`src/rtl/lmc1992_pkg.sv`:
```
// lmc1992_pkg: shared command codes, clamp limits, reset values and the
// fractional-gain coefficient table for the STE sound-control receiver.
package lmc1992_pkg;

   // Command field sr[8:6] of an accepted frame
   typedef enum logic [2:0] {
      CMD_MIX    = 3'd0,
      CMD_BASS   = 3'd1,
      CMD_TREBLE = 3'd2,
      CMD_MASTER = 3'd3,
      CMD_RIGHT  = 3'd4,
      CMD_LEFT   = 3'd5,
      CMD_NOP6   = 3'd6,
      CMD_NOP7   = 3'd7
   } cmd_e;

   // Frame receiver states
   typedef enum logic [1:0] {
      ST_IDLE  = 2'd0,
      ST_SHIFT = 2'd1,
      ST_EVAL  = 2'd2
   } frame_state_e;

   localparam logic [1:0] ADDR_CODE_DEF = 2'b10;

   // Clamp limits
   localparam logic [3:0] TONE_MAX   = 4'd12;
   localparam logic [5:0] MASTER_MAX = 6'd40;
   localparam logic [4:0] CHAN_MAX   = 5'd20;

   // Reset values
   localparam logic [5:0] MASTER_RST = 6'd40;
   localparam logic [4:0] CHAN_RST   = 5'd20;
   localparam logic [3:0] TONE_RST   = 4'd6;
   localparam logic [1:0] MIX_RST    = 2'd1;

   // Minimum number of received bits for a frame to be considered
   localparam logic [4:0] FRAME_BITS = 5'd11;

   // Fine gain step within one 6 dB octave: 0, -2, -4 dB in Q8
   function automatic logic [8:0] coef_lut(input logic [1:0] r);
      logic [8:0] c;
      case (r)
         2'd0:    c = 9'd256;
         2'd1:    c = 9'd203;
         2'd2:    c = 9'd161;
         default: c = 9'd256;
      endcase
      return c;
   endfunction

endpackage

```
`src/rtl/lmc1992_rx_if.sv`:
```
// lmc1992_rx_if: microwire pins plus the DMA audio sample bus of the
// sound-control receiver. The master side drives frames and samples,
// the slave side (the receiver) returns attenuated samples.
interface lmc1992_rx_if;
   logic        MWCLK;
   logic        MWDATA;
   logic        MWEN_N;
   logic        audio_stb;
   logic [7:0]  audio_in_l;
   logic [7:0]  audio_in_r;
   logic [15:0] audio_out_l;
   logic [15:0] audio_out_r;
   logic        audio_vld;

   modport master (
      output MWCLK, MWDATA, MWEN_N, audio_stb, audio_in_l, audio_in_r,
      input  audio_out_l, audio_out_r, audio_vld
   );

   modport slave (
      input  MWCLK, MWDATA, MWEN_N, audio_stb, audio_in_l, audio_in_r,
      output audio_out_l, audio_out_r, audio_vld
   );
endinterface

```
`src/rtl/lmc1992_rx_gain_ch.sv`:
```
// lmc_gain_ch: one channel's two-stage attenuator. Attenuation in 2 dB
// steps is split into a 6 dB shift count (q) and a fine coefficient (r).
module lmc_gain_ch
   import lmc1992_pkg::*;
(
   input  logic        clk32,
   input  logic        resb,
   input  logic        stb_i,
   input  logic [7:0]  sample_i,
   input  logic [5:0]  master_i,
   input  logic [4:0]  chan_vol_i,
   output logic [15:0] out_o,
   output logic        vld_o
);

   logic [5:0]         att_s;
   logic [4:0]         q_s;
   logic [1:0]         r_s;

   logic signed [7:0]  s1_q;
   logic [8:0]         coef1_q;
   logic [4:0]         q1_q;
   logic               vld1_q;

   logic signed [16:0] s_ext_s;
   logic signed [16:0] coef_ext_s;
   logic signed [16:0] prod_s;
   logic [15:0]        out_d;

   // Total attenuation in 2 dB steps, split into 6 dB shifts and a fine step
   always_comb begin
      att_s = (MASTER_MAX - master_i) + ({1'b0, CHAN_MAX} - {1'b0, chan_vol_i});
      q_s   = 5'(att_s / 6'd3);
      r_s   = 2'(att_s % 6'd3);
   end

   // Stage 1: capture centred sample and gain terms on the strobe cycle
   always_ff @(posedge clk32 or negedge resb) begin
      if (!resb) begin
         s1_q    <= 8'sd0;
         coef1_q <= 9'd0;
         q1_q    <= 5'd0;
         vld1_q  <= 1'b0;
      end else begin
         vld1_q <= stb_i;
         if (stb_i) begin
            s1_q    <= $signed(sample_i ^ 8'h80);
            coef1_q <= coef_lut(r_s);
            q1_q    <= q_s;
         end
      end
   end

   // Scale by the fine coefficient, then shift by whole 6 dB steps
   always_comb begin
      s_ext_s    = 17'(s1_q);
      coef_ext_s = $signed({8'd0, coef1_q});
      prod_s     = s_ext_s * coef_ext_s;
      if (q1_q >= 5'd16) begin
         out_d = 16'd0;
      end else begin
         out_d = 16'(prod_s >>> q1_q);
      end
   end

   // Stage 2: register the attenuated sample and its valid pulse
   always_ff @(posedge clk32 or negedge resb) begin
      if (!resb) begin
         out_o <= 16'd0;
         vld_o <= 1'b0;
      end else begin
         vld_o <= vld1_q;
         if (vld1_q) begin
            out_o <= out_d;
         end
      end
   end

endmodule

```
`src/rtl/lmc1992_rx.sv`:
```
// lmc1992_rx: microwire slave receiving 11-bit LMC1992 commands, holding the
// volume/tone/mixer register file and attenuating the DMA audio stream.
module lmc1992_rx
   import lmc1992_pkg::*;
#(
   parameter int unsigned SYNC_STAGES = 2,
   parameter logic [1:0]  ADDR_CODE   = ADDR_CODE_DEF
) (
   input  logic        clk32,
   input  logic        resb,
   lmc1992_rx_if.slave bus,
   output logic [5:0]  master_vol,
   output logic [4:0]  left_vol,
   output logic [4:0]  right_vol,
   output logic [3:0]  bass,
   output logic [3:0]  treble,
   output logic [1:0]  mix,
   output logic        cmd_stb
);

   logic [SYNC_STAGES-1:0] mwclk_sync_q;
   logic [SYNC_STAGES-1:0] mwdata_sync_q;
   logic [SYNC_STAGES-1:0] mwen_sync_q;
   logic                   mwclk_prev_q;
   logic                   mwen_prev_q;

   logic                   mwclk_s;
   logic                   mwdata_s;
   logic                   mwen_s;
   logic                   clk_rise_s;
   logic                   en_fall_s;
   logic                   en_rise_s;

   frame_state_e           state_q;
   logic [4:0]             cnt_q;
   logic [10:0]            sr_q;

   logic [5:0]             master_q, master_d;
   logic [4:0]             left_q, left_d;
   logic [4:0]             right_q, right_d;
   logic [3:0]             bass_q, bass_d;
   logic [3:0]             treble_q, treble_d;
   logic [1:0]             mix_q, mix_d;
   logic                   cmd_stb_q;

   cmd_e                   cmd_s;
   logic [5:0]             d_s;
   logic                   frame_ok_s;

   // Synchronize the asynchronous microwire pins. The enable copy resets
   // to "active" so a pin already low at reset release cannot fake a fall.
   always_ff @(posedge clk32 or negedge resb) begin
      if (!resb) begin
         mwclk_sync_q  <= '0;
         mwdata_sync_q <= '0;
         mwen_sync_q   <= '0;
         mwclk_prev_q  <= 1'b0;
         mwen_prev_q   <= 1'b0;
      end else begin
         mwclk_sync_q  <= {mwclk_sync_q[SYNC_STAGES-2:0], bus.MWCLK};
         mwdata_sync_q <= {mwdata_sync_q[SYNC_STAGES-2:0], bus.MWDATA};
         mwen_sync_q   <= {mwen_sync_q[SYNC_STAGES-2:0], bus.MWEN_N};
         mwclk_prev_q  <= mwclk_s;
         mwen_prev_q   <= mwen_s;
      end
   end

   // Edge detection on the synchronized copies
   always_comb begin
      mwclk_s    = mwclk_sync_q[SYNC_STAGES-1];
      mwdata_s   = mwdata_sync_q[SYNC_STAGES-1];
      mwen_s     = mwen_sync_q[SYNC_STAGES-1];
      clk_rise_s = mwclk_s & ~mwclk_prev_q;
      en_fall_s  = ~mwen_s & mwen_prev_q;
      en_rise_s  = mwen_s & ~mwen_prev_q;
   end

   // Frame acceptance and command decode into candidate register values
   always_comb begin
      cmd_s      = cmd_e'(sr_q[8:6]);
      d_s        = sr_q[5:0];
      frame_ok_s = (cnt_q >= FRAME_BITS) && (sr_q[10:9] == ADDR_CODE);
      master_d   = master_q;
      left_d     = left_q;
      right_d    = right_q;
      bass_d     = bass_q;
      treble_d   = treble_q;
      mix_d      = mix_q;
      case (cmd_s)
         CMD_MIX:    mix_d    = d_s[1:0];
         CMD_BASS:   bass_d   = (d_s[3:0] > TONE_MAX) ? TONE_MAX : d_s[3:0];
         CMD_TREBLE: treble_d = (d_s[3:0] > TONE_MAX) ? TONE_MAX : d_s[3:0];
         CMD_MASTER: master_d = (d_s > MASTER_MAX) ? MASTER_MAX : d_s;
         CMD_RIGHT:  right_d  = (d_s[4:0] > CHAN_MAX) ? CHAN_MAX : d_s[4:0];
         CMD_LEFT:   left_d   = (d_s[4:0] > CHAN_MAX) ? CHAN_MAX : d_s[4:0];
         default:    mix_d    = mix_q;
      endcase
   end

   // Frame FSM: collect bits while enabled, then apply one command per frame.
   // A clock edge in the same cycle as the enable rise is shifted before EVAL.
   always_ff @(posedge clk32 or negedge resb) begin
      if (!resb) begin
         state_q   <= ST_IDLE;
         cnt_q     <= 5'd0;
         sr_q      <= 11'd0;
         master_q  <= MASTER_RST;
         left_q    <= CHAN_RST;
         right_q   <= CHAN_RST;
         bass_q    <= TONE_RST;
         treble_q  <= TONE_RST;
         mix_q     <= MIX_RST;
         cmd_stb_q <= 1'b0;
      end else begin
         cmd_stb_q <= 1'b0;
         case (state_q)
            ST_IDLE: begin
               if (en_fall_s) begin
                  cnt_q   <= 5'd0;
                  sr_q    <= 11'd0;
                  state_q <= ST_SHIFT;
               end
            end
            ST_SHIFT: begin
               if (clk_rise_s) begin
                  sr_q  <= {sr_q[9:0], mwdata_s};
                  cnt_q <= (cnt_q == 5'd31) ? cnt_q : cnt_q + 5'd1;
               end
               if (en_rise_s) begin
                  state_q <= ST_EVAL;
               end
            end
            ST_EVAL: begin
               if (frame_ok_s) begin
                  master_q  <= master_d;
                  left_q    <= left_d;
                  right_q   <= right_d;
                  bass_q    <= bass_d;
                  treble_q  <= treble_d;
                  mix_q     <= mix_d;
                  cmd_stb_q <= 1'b1;
               end
               state_q <= ST_IDLE;
            end
            default: state_q <= ST_IDLE;
         endcase
      end
   end

   assign master_vol = master_q;
   assign left_vol   = left_q;
   assign right_vol  = right_q;
   assign bass       = bass_q;
   assign treble     = treble_q;
   assign mix        = mix_q;
   assign cmd_stb    = cmd_stb_q;

   lmc_gain_ch u_gain_l (
      .clk32      (clk32),
      .resb       (resb),
      .stb_i      (bus.audio_stb),
      .sample_i   (bus.audio_in_l),
      .master_i   (master_q),
      .chan_vol_i (left_q),
      .out_o      (bus.audio_out_l),
      .vld_o      (bus.audio_vld)
   );

   logic unused_vld_r_s;

   lmc_gain_ch u_gain_r (
      .clk32      (clk32),
      .resb       (resb),
      .stb_i      (bus.audio_stb),
      .sample_i   (bus.audio_in_r),
      .master_i   (master_q),
      .chan_vol_i (right_q),
      .out_o      (bus.audio_out_r),
      .vld_o      (unused_vld_r_s)
   );

endmodule
```
`src/flat_wrapper.sv`:
```
// flat-port wrapper written by rule: the top's interface ports become plain ports
module lmc1992_rx_flat import lmc1992_pkg::*;
#(
   parameter int unsigned SYNC_STAGES = 2,
   parameter logic [1:0]  ADDR_CODE   = ADDR_CODE_DEF
)
  (clk32, resb, master_vol, left_vol, right_vol, bass, treble, mix, cmd_stb, bus_MWCLK, bus_MWDATA, bus_MWEN_N, bus_audio_stb, bus_audio_in_l, bus_audio_in_r, bus_audio_out_l, bus_audio_out_r, bus_audio_vld);
  lmc1992_rx_if bus_i ();
  input  logic clk32;
  input  logic resb;
  output logic [5:0] master_vol;
  output logic [4:0] left_vol;
  output logic [4:0] right_vol;
  output logic [3:0] bass;
  output logic [3:0] treble;
  output logic [1:0] mix;
  output logic cmd_stb;
  input wire logic [$bits(bus_i.MWCLK)-1:0] bus_MWCLK;
  input wire logic [$bits(bus_i.MWDATA)-1:0] bus_MWDATA;
  input wire logic [$bits(bus_i.MWEN_N)-1:0] bus_MWEN_N;
  input wire logic [$bits(bus_i.audio_stb)-1:0] bus_audio_stb;
  input wire logic [$bits(bus_i.audio_in_l)-1:0] bus_audio_in_l;
  input wire logic [$bits(bus_i.audio_in_r)-1:0] bus_audio_in_r;
  output wire logic [$bits(bus_i.audio_out_l)-1:0] bus_audio_out_l;
  output wire logic [$bits(bus_i.audio_out_r)-1:0] bus_audio_out_r;
  output wire logic [$bits(bus_i.audio_vld)-1:0] bus_audio_vld;
  assign bus_i.MWCLK = bus_MWCLK;
  assign bus_i.MWDATA = bus_MWDATA;
  assign bus_i.MWEN_N = bus_MWEN_N;
  assign bus_i.audio_stb = bus_audio_stb;
  assign bus_i.audio_in_l = bus_audio_in_l;
  assign bus_i.audio_in_r = bus_audio_in_r;
  assign bus_audio_out_l = bus_i.audio_out_l;
  assign bus_audio_out_r = bus_i.audio_out_r;
  assign bus_audio_vld = bus_i.audio_vld;
  lmc1992_rx #(.SYNC_STAGES(SYNC_STAGES), .ADDR_CODE(ADDR_CODE)) u_core (.clk32(clk32), .resb(resb), .bus(bus_i), .master_vol(master_vol), .left_vol(left_vol), .right_vol(right_vol), .bass(bass), .treble(treble), .mix(mix), .cmd_stb(cmd_stb));
endmodule
```
`config.mk`:
```
export PLATFORM = sky130hd
export DESIGN_NAME = lmc1992_rx_flat
export DESIGN_NICKNAME = d
export VERILOG_FILES = /design/src/rtl/lmc1992_pkg.sv /design/src/rtl/lmc1992_rx_if.sv /design/src/rtl/lmc1992_rx_gain_ch.sv /design/src/rtl/lmc1992_rx.sv /design/src/flat_wrapper.sv
export SDC_FILE = /design/constraint.sdc
export NUM_CORES = 1
export LEC_CHECK = 0
export ABC_AREA = 1
export CAP_MARGIN = 10
export CORE_AREA = 8 8 226 185
export CTS_BUF_LIST = sky130_fd_sc_hd__clkbuf_16
export CTS_CLUSTER_SIZE = 20
export DETAILED_ROUTE_END_ITERATION = 8
export DIE_AREA = 0 0 234 193
export MAX_ROUTING_LAYER = met4
export PLACE_DENSITY_LB_ADDON = 0.2
export RECOVER_POWER = 25
export SKIP_CTS_REPAIR_TIMING = 1
export SYNTH_ARGS = -nofsm -noshare
export SYNTH_HDL_FRONTEND = slang
export SYNTH_SLANG_ARGS = --single-unit
```
`constraint.sdc`:
```
create_clock -name clk32 -period 4.2 [get_ports clk32]
set_clock_uncertainty 0.2 [all_clocks]
set_input_delay 0.42 -clock clk32 [delete_from_list [all_inputs] [get_ports clk32]]
set_output_delay 0.42 -clock clk32 [all_outputs]
set_load 0.005 [all_outputs]
```
==> results of run 1 <==
==> how the worst max path moves through the flow <==
stage	start	to	slack, ns	cells after the start
6_report	u_core.u_gain_r.coef1_q[6]	u_core.u_gain_r.out_o[9]	-0.52	26
2_1_floorplan	u_core.u_gain_r.coef1_q[5]	u_core.u_gain_r.out_o[13]	-0.19	24
3_3_place_gp	u_core.u_gain_r.coef1_q[7]	u_core.u_gain_r.out_o[6]	-0.60	21
5_1_grt	u_core.u_gain_r.coef1_q[6]	u_core.u_gain_r.out_o[5]	-0.76	22
4_1_cts	u_core.u_gain_r.coef1_q[7]	u_core.u_gain_r.out_o[6]	-0.62	21
3_5_place_dp	u_core.u_gain_r.coef1_q[7]	u_core.u_gain_r.out_o[6]	-0.57	21
==> flip-flops by register name, indices dropped and copies added (netlist names), 2 cells and up <==
register                 count
u_core.cnt_q                 5
u_core.u_gain_r.coef1_q      4
u_core.mwdata_sync_q         2
u_core.state_q               2
u_core.u_gain_r.q1_q         5
u_core.u_gain_l.out_o       16
u_core.left_vol              5
u_core.mix                   2
u_core.u_gain_l.s1_q         8
u_core.master_vol            6
u_core.right_vol             5
u_core.u_gain_l.q1_q         5
u_core.u_gain_l.coef1_q      4
u_core.treble                4
u_core.u_gain_r.s1_q         8
u_core.sr_q                 11
u_core.bass                  4
u_core.mwclk_sync_q          2
u_core.mwen_sync_q           2
u_core.u_gain_r.out_o       16
==> stage by stage <==
step | total power [mW] | cells | area [um2] | TNS [ns] | hold WS [ns]
global placement | 2.594 | 2246 | 14060 | -17.97 | 0.1354
CTS | 4.080 | 2278 | 14630 | -19.55 | -0.2552
detailed placement | 2.591 | 2246 | 14060 | -18.21 | 0.1379
global route | 4.567 | 2309 | 15920 | -28.60 | 0.1553
floorplan | 2.102 | 1544 | 11640 | -3.098 | -0.07559
finish | 4.276 | 2309 | 15920 | -16.00 | 0.1480
==> per-layer routing <==
metal	vias to the layer above	part of all wire (%)	routed length, um	global-route usage, %
li1	5356	-	-	-
met5	-	0	0	-
met3	19	3.5	1129	2.969
met1	4940	53	17220	22.10
met4	0	0.80	259	2.756
met2	144	42	13750	20.86
==> layout by cell type (no fill, tap or decap), types with 8 or more instances in the layout <==
cell type	count
sky130_fd_sc_hd__nor3_1	9
sky130_fd_sc_hd__ha_1	96
sky130_fd_sc_hd__dfrtp_1	95
sky130_fd_sc_hd__inv_1	261
sky130_fd_sc_hd__clkbuf_16	17
sky130_fd_sc_hd__inv_2	33
sky130_fd_sc_hd__clkdlybuf4s50_1	76
sky130_fd_sc_hd__fa_1	55
sky130_fd_sc_hd__a31oi_1	14
sky130_fd_sc_hd__buf_6	8
sky130_fd_sc_hd__o211ai_1	10
sky130_fd_sc_hd__nand2_2	87
sky130_fd_sc_hd__a21oi_2	16
sky130_fd_sc_hd__nand3_2	53
sky130_fd_sc_hd__xor2_1	12
sky130_fd_sc_hd__a21oi_1	17
sky130_fd_sc_hd__o21ai_2	17
sky130_fd_sc_hd__buf_4	178
sky130_fd_sc_hd__nand3_1	67
sky130_fd_sc_hd__nand2_4	18
sky130_fd_sc_hd__dfrtp_2	15
sky130_fd_sc_hd__xnor2_1	8
sky130_fd_sc_hd__o21ai_0	69
sky130_fd_sc_hd__nor2_2	10
sky130_fd_sc_hd__nand2_1	390
sky130_fd_sc_hd__ha_4	27
sky130_fd_sc_hd__dfstp_2	11
sky130_fd_sc_hd__nor2_1	26
==> power groups by stage <==
stage / Clock, mW / Sequential [mW] / Combinational, mW
final: 1.45 / 1.32 / 1.50
after CTS: 1.50 / 1.32 / 1.26
after global routing: 1.55 / 1.34 / 1.68
after global placement: 0 / 1.34 / 1.25
after detailed placement: 0 / 1.34 / 1.25
after floorplan: 0 / 1.32 / 0.780
==> logic make-up (layout without fill, tap and decap cells) <==
kind of cell,after synthesis,count (layout)
AND/OR/NAND/NOR,695,695
buffers and inverters,341,604
adder cells (fa/ha/maj),189,189
AO/OA/AOI/OAI,174,174
flip-flops,121,121
XOR/XNOR,22,22
multiplexers,2,2
==> cell usage after synthesis, types with 3 or more instances <==
cell type / n
sky130_fd_sc_hd__ha_1: 129
sky130_fd_sc_hd__clkbuf_1: 36
sky130_fd_sc_hd__o211ai_1: 10
sky130_fd_sc_hd__nand3_2: 5
sky130_fd_sc_hd__dfrtp_1: 110
sky130_fd_sc_hd__nor4_1: 4
sky130_fd_sc_hd__buf_1: 4
sky130_fd_sc_hd__fa_1: 60
sky130_fd_sc_hd__o21ai_1: 3
sky130_fd_sc_hd__o31ai_1: 5
sky130_fd_sc_hd__or2_2: 8
sky130_fd_sc_hd__nand2_1: 475
sky130_fd_sc_hd__inv_1: 292
sky130_fd_sc_hd__inv_2: 5
sky130_fd_sc_hd__o21ai_0: 89
sky130_fd_sc_hd__nand2_2: 18
sky130_fd_sc_hd__xnor2_1: 8
sky130_fd_sc_hd__nand4_1: 5
sky130_fd_sc_hd__dfstp_2: 11
sky130_fd_sc_hd__nor3_1: 11
sky130_fd_sc_hd__o21a_1: 3
sky130_fd_sc_hd__xor2_1: 14
sky130_fd_sc_hd__nand3_1: 121
sky130_fd_sc_hd__a31oi_1: 17
sky130_fd_sc_hd__clkinv_1: 4
sky130_fd_sc_hd__nor2_2: 5
sky130_fd_sc_hd__nor2_1: 34
sky130_fd_sc_hd__a21oi_1: 37
==> cell type report <==
| cell class | count | area, um2 | area share (%) |
|---|---|---|---|
| clock inverters | 15 | 142.6 | 0.8959 |
| multi-input cells | 1082 | 8278 | 51.99 |
| clock buffers | 17 | 425.4 | 2.672 |
| well taps | 502 | 628.1 | 3.945 |
| flip-flops and latches | 121 | 3060 | 19.22 |
| repair buffers | 271 | 2247 | 14.11 |
| inverters | 301 | 1140 | 7.159 |
==> worst max-delay path, delay by kind of cell, from the launching register on <==
family / cells / cell delay, ns
AO/OA/AOI/OAI: 1 / 0.06
adder cells (fa/ha/maj): 5 / 2.17
AND/OR/NAND/NOR: 15 / 1.40
buffers and inverters: 5 / 0.31
flip-flops: 1 / 0.46
==> flow_summary.toml, run 1 <==
[place]
io_buffers = 81
globalplace.congestion = 0.8871
hpwl_um = 25380
dp_slack_ns = -0.5738

[synth]
postSynth.topFlopCell = "sky130_fd_sc_hd__dfrtp_1"
synth_warnings = 0
synth.yosys.seq_area_share_pct = 26.97
synth.mux.area_fraction_pct = 0.1775
synth_top_family_by_area = "simple AND/OR/NAND/NOR gates"
synth_compound_gate_area_share_pct = 8.663
syn_nets = 1755
synth_edf_count = 0
postSynthCellCount = 1544
synthTopCellsByArea = "sky130_fd_sc_hd__dfrtp_1 (24%), sky130_fd_sc_hd__nand2_1 (16%), sky130_fd_sc_hd__ha_1 (14%)"
synthAdderAreaFrac_pct = 24.96
synthXorXnorAreaFrac_pct = 1.708
synth_simple_gate_area_share_pct = 26.18
postSynth.asyncResetShare_pct = 100.0
synth.ff_latch_count = 121
synth_cell_types = 43
synth_area_um2 = 11280
synth_top_area_cell = "sky130_fd_sc_hd__dfrtp_1"
synth_area_per_cell_um2 = 7.305
yosys.area.top_type_share_pct = 24.40

[job]
cap_violations = 2

[floorplanning]
floorplan.die.height_um = 193
fp.coreArea_um2 = 38470
floorplan.rows = 65
design.die.area_um2 = 45160
floorplan.initialDensity_pct = 29.32
die_x_um = 234
num_ports = 82

[route]
drt_pass1_iterations = 4
final_antenna_net_count = 0
drc = 0
detail_route.vias_per_cell = 4.530
vias = 10460
wl_per_cell_um = 14.01
drtIter0Drc = 562
finalWirelength_um = 32360

[timing]
period_needed_ns = 4.725
setup-violations-final = 40
timing.max_slew.rel_slack_pct = -56.67
tightestPinTransition_ns = 2.350
fmax_ghz = 0.2116
timing.final.crit_share_pct = 112.5
timing_hold_violations_final = 0
grt_setup_unrepaired = "yes"
final.setup.worst_slack_ns = -0.5250
final_max_slew_viols = 82

[clock_network]
cts_made_buffers = 17
tritoncts = "yes"
numClockSinks = 121
clockRootBuffer = "sky130_fd_sc_hd__clkbuf_16"
worstSkewPairLatency_ns = 0.44
clk_slew_on_worst_s_h_paths_ns = 0.06
cts-root-to-sink-buffers = 2
cts_htree_levels = 4

[power]
combinationalPowerShare_pct = 35.0
leakage_nw = 8.309
power_frac_clock_pct = 34.0
vdd.ir_drop.worst_v = 0.0003820
p_int_mw = 2.749
seq_power_share_pct = 31.0
sw_share_pct = 35.71
power.density_nw_per_um2 = 268.6
switching_power_mw = 1.527

[global_route]
grt_start_max_net_pins = 43
grt_antenna_before_repair = 0
grt_first_pass_wirelength_um = 52650
first_global_vias = 10320
grt_usage_pct = 14.94
globalRouteOverflowTotal = 0

[critical_path]
reg2regPathDepth = 26
worstSetupPathType = "register to register"
crit_path_max_incr_delay_ns = 0.54
critical-path-top-cell-by-count = "sky130_fd_sc_hd__nand2_2"
cp-end-kind = "register"
crit_path_max_fanout = 6
cp-start-kind = "register"
ff2ff_setup_slack_ns = -0.52
slowest_stage = "sky130_fd_sc_hd__fa_1"
r2r-end = "u_core.u_gain_r.out_o[9]"
timing.critical_path.required_ns = 4.33
arrival_ns = 4.85
crit-reg2reg-launch = "u_core.u_gain_r.coef1_q[6]"

[min_path]
hp_class = "register to register"
timing.hold.worst_path_depth = 0
hold_path.startpoint = "u_core.mwclk_sync_q[0]"
whs_endpoint = "u_core.mwclk_sync_q[1]"

[cells_and_area]
fin_nets = 2005
area_growth_syn_to_layout_pct = 41.15
post_route_cells_drive_above_1_share_pct = 30.88
final_core_utilization_pct = 41.39
nFillCells = 3911
antenna_diode_instance_count = 0

[run_status]
failed_checks = "capacitance limit, slew limit, setup timing"
status = "finished, violations left"
Power figures use the tool's default switching activity.
==> inputs of run 2 (changes only) <==
--- a/config.mk
+++ b/config.mk
@@ -9,9 +9,11 @@
 export CAP_MARGIN = 10
 export CORE_AREA = 8 8 226 185
 export CTS_BUF_LIST = sky130_fd_sc_hd__clkbuf_16
+export CTS_CLUSTER_DIAMETER = 30
 export CTS_CLUSTER_SIZE = 20
 export DETAILED_ROUTE_END_ITERATION = 8
 export DIE_AREA = 0 0 234 193
+export GPL_ROUTABILITY_DRIVEN = 1
 export MAX_ROUTING_LAYER = met4
 export PLACE_DENSITY_LB_ADDON = 0.2
 export RECOVER_POWER = 25
==> results of run 2 <==
No change in the layout: final DEF, timing and power equal those of run 1.
==> inputs of run 3 (changes only) <==
--- a/config.mk
+++ b/config.mk
@@ -10,7 +10,6 @@
 export CORE_AREA = 8 8 226 185
 export CTS_BUF_LIST = sky130_fd_sc_hd__clkbuf_16
 export CTS_CLUSTER_DIAMETER = 30
-export CTS_CLUSTER_SIZE = 20
 export DETAILED_ROUTE_END_ITERATION = 8
 export DIE_AREA = 0 0 234 193
 export GPL_ROUTABILITY_DRIVEN = 1
==> results of run 3 <==
No change in the layout: final DEF, timing and power equal those of run 1.
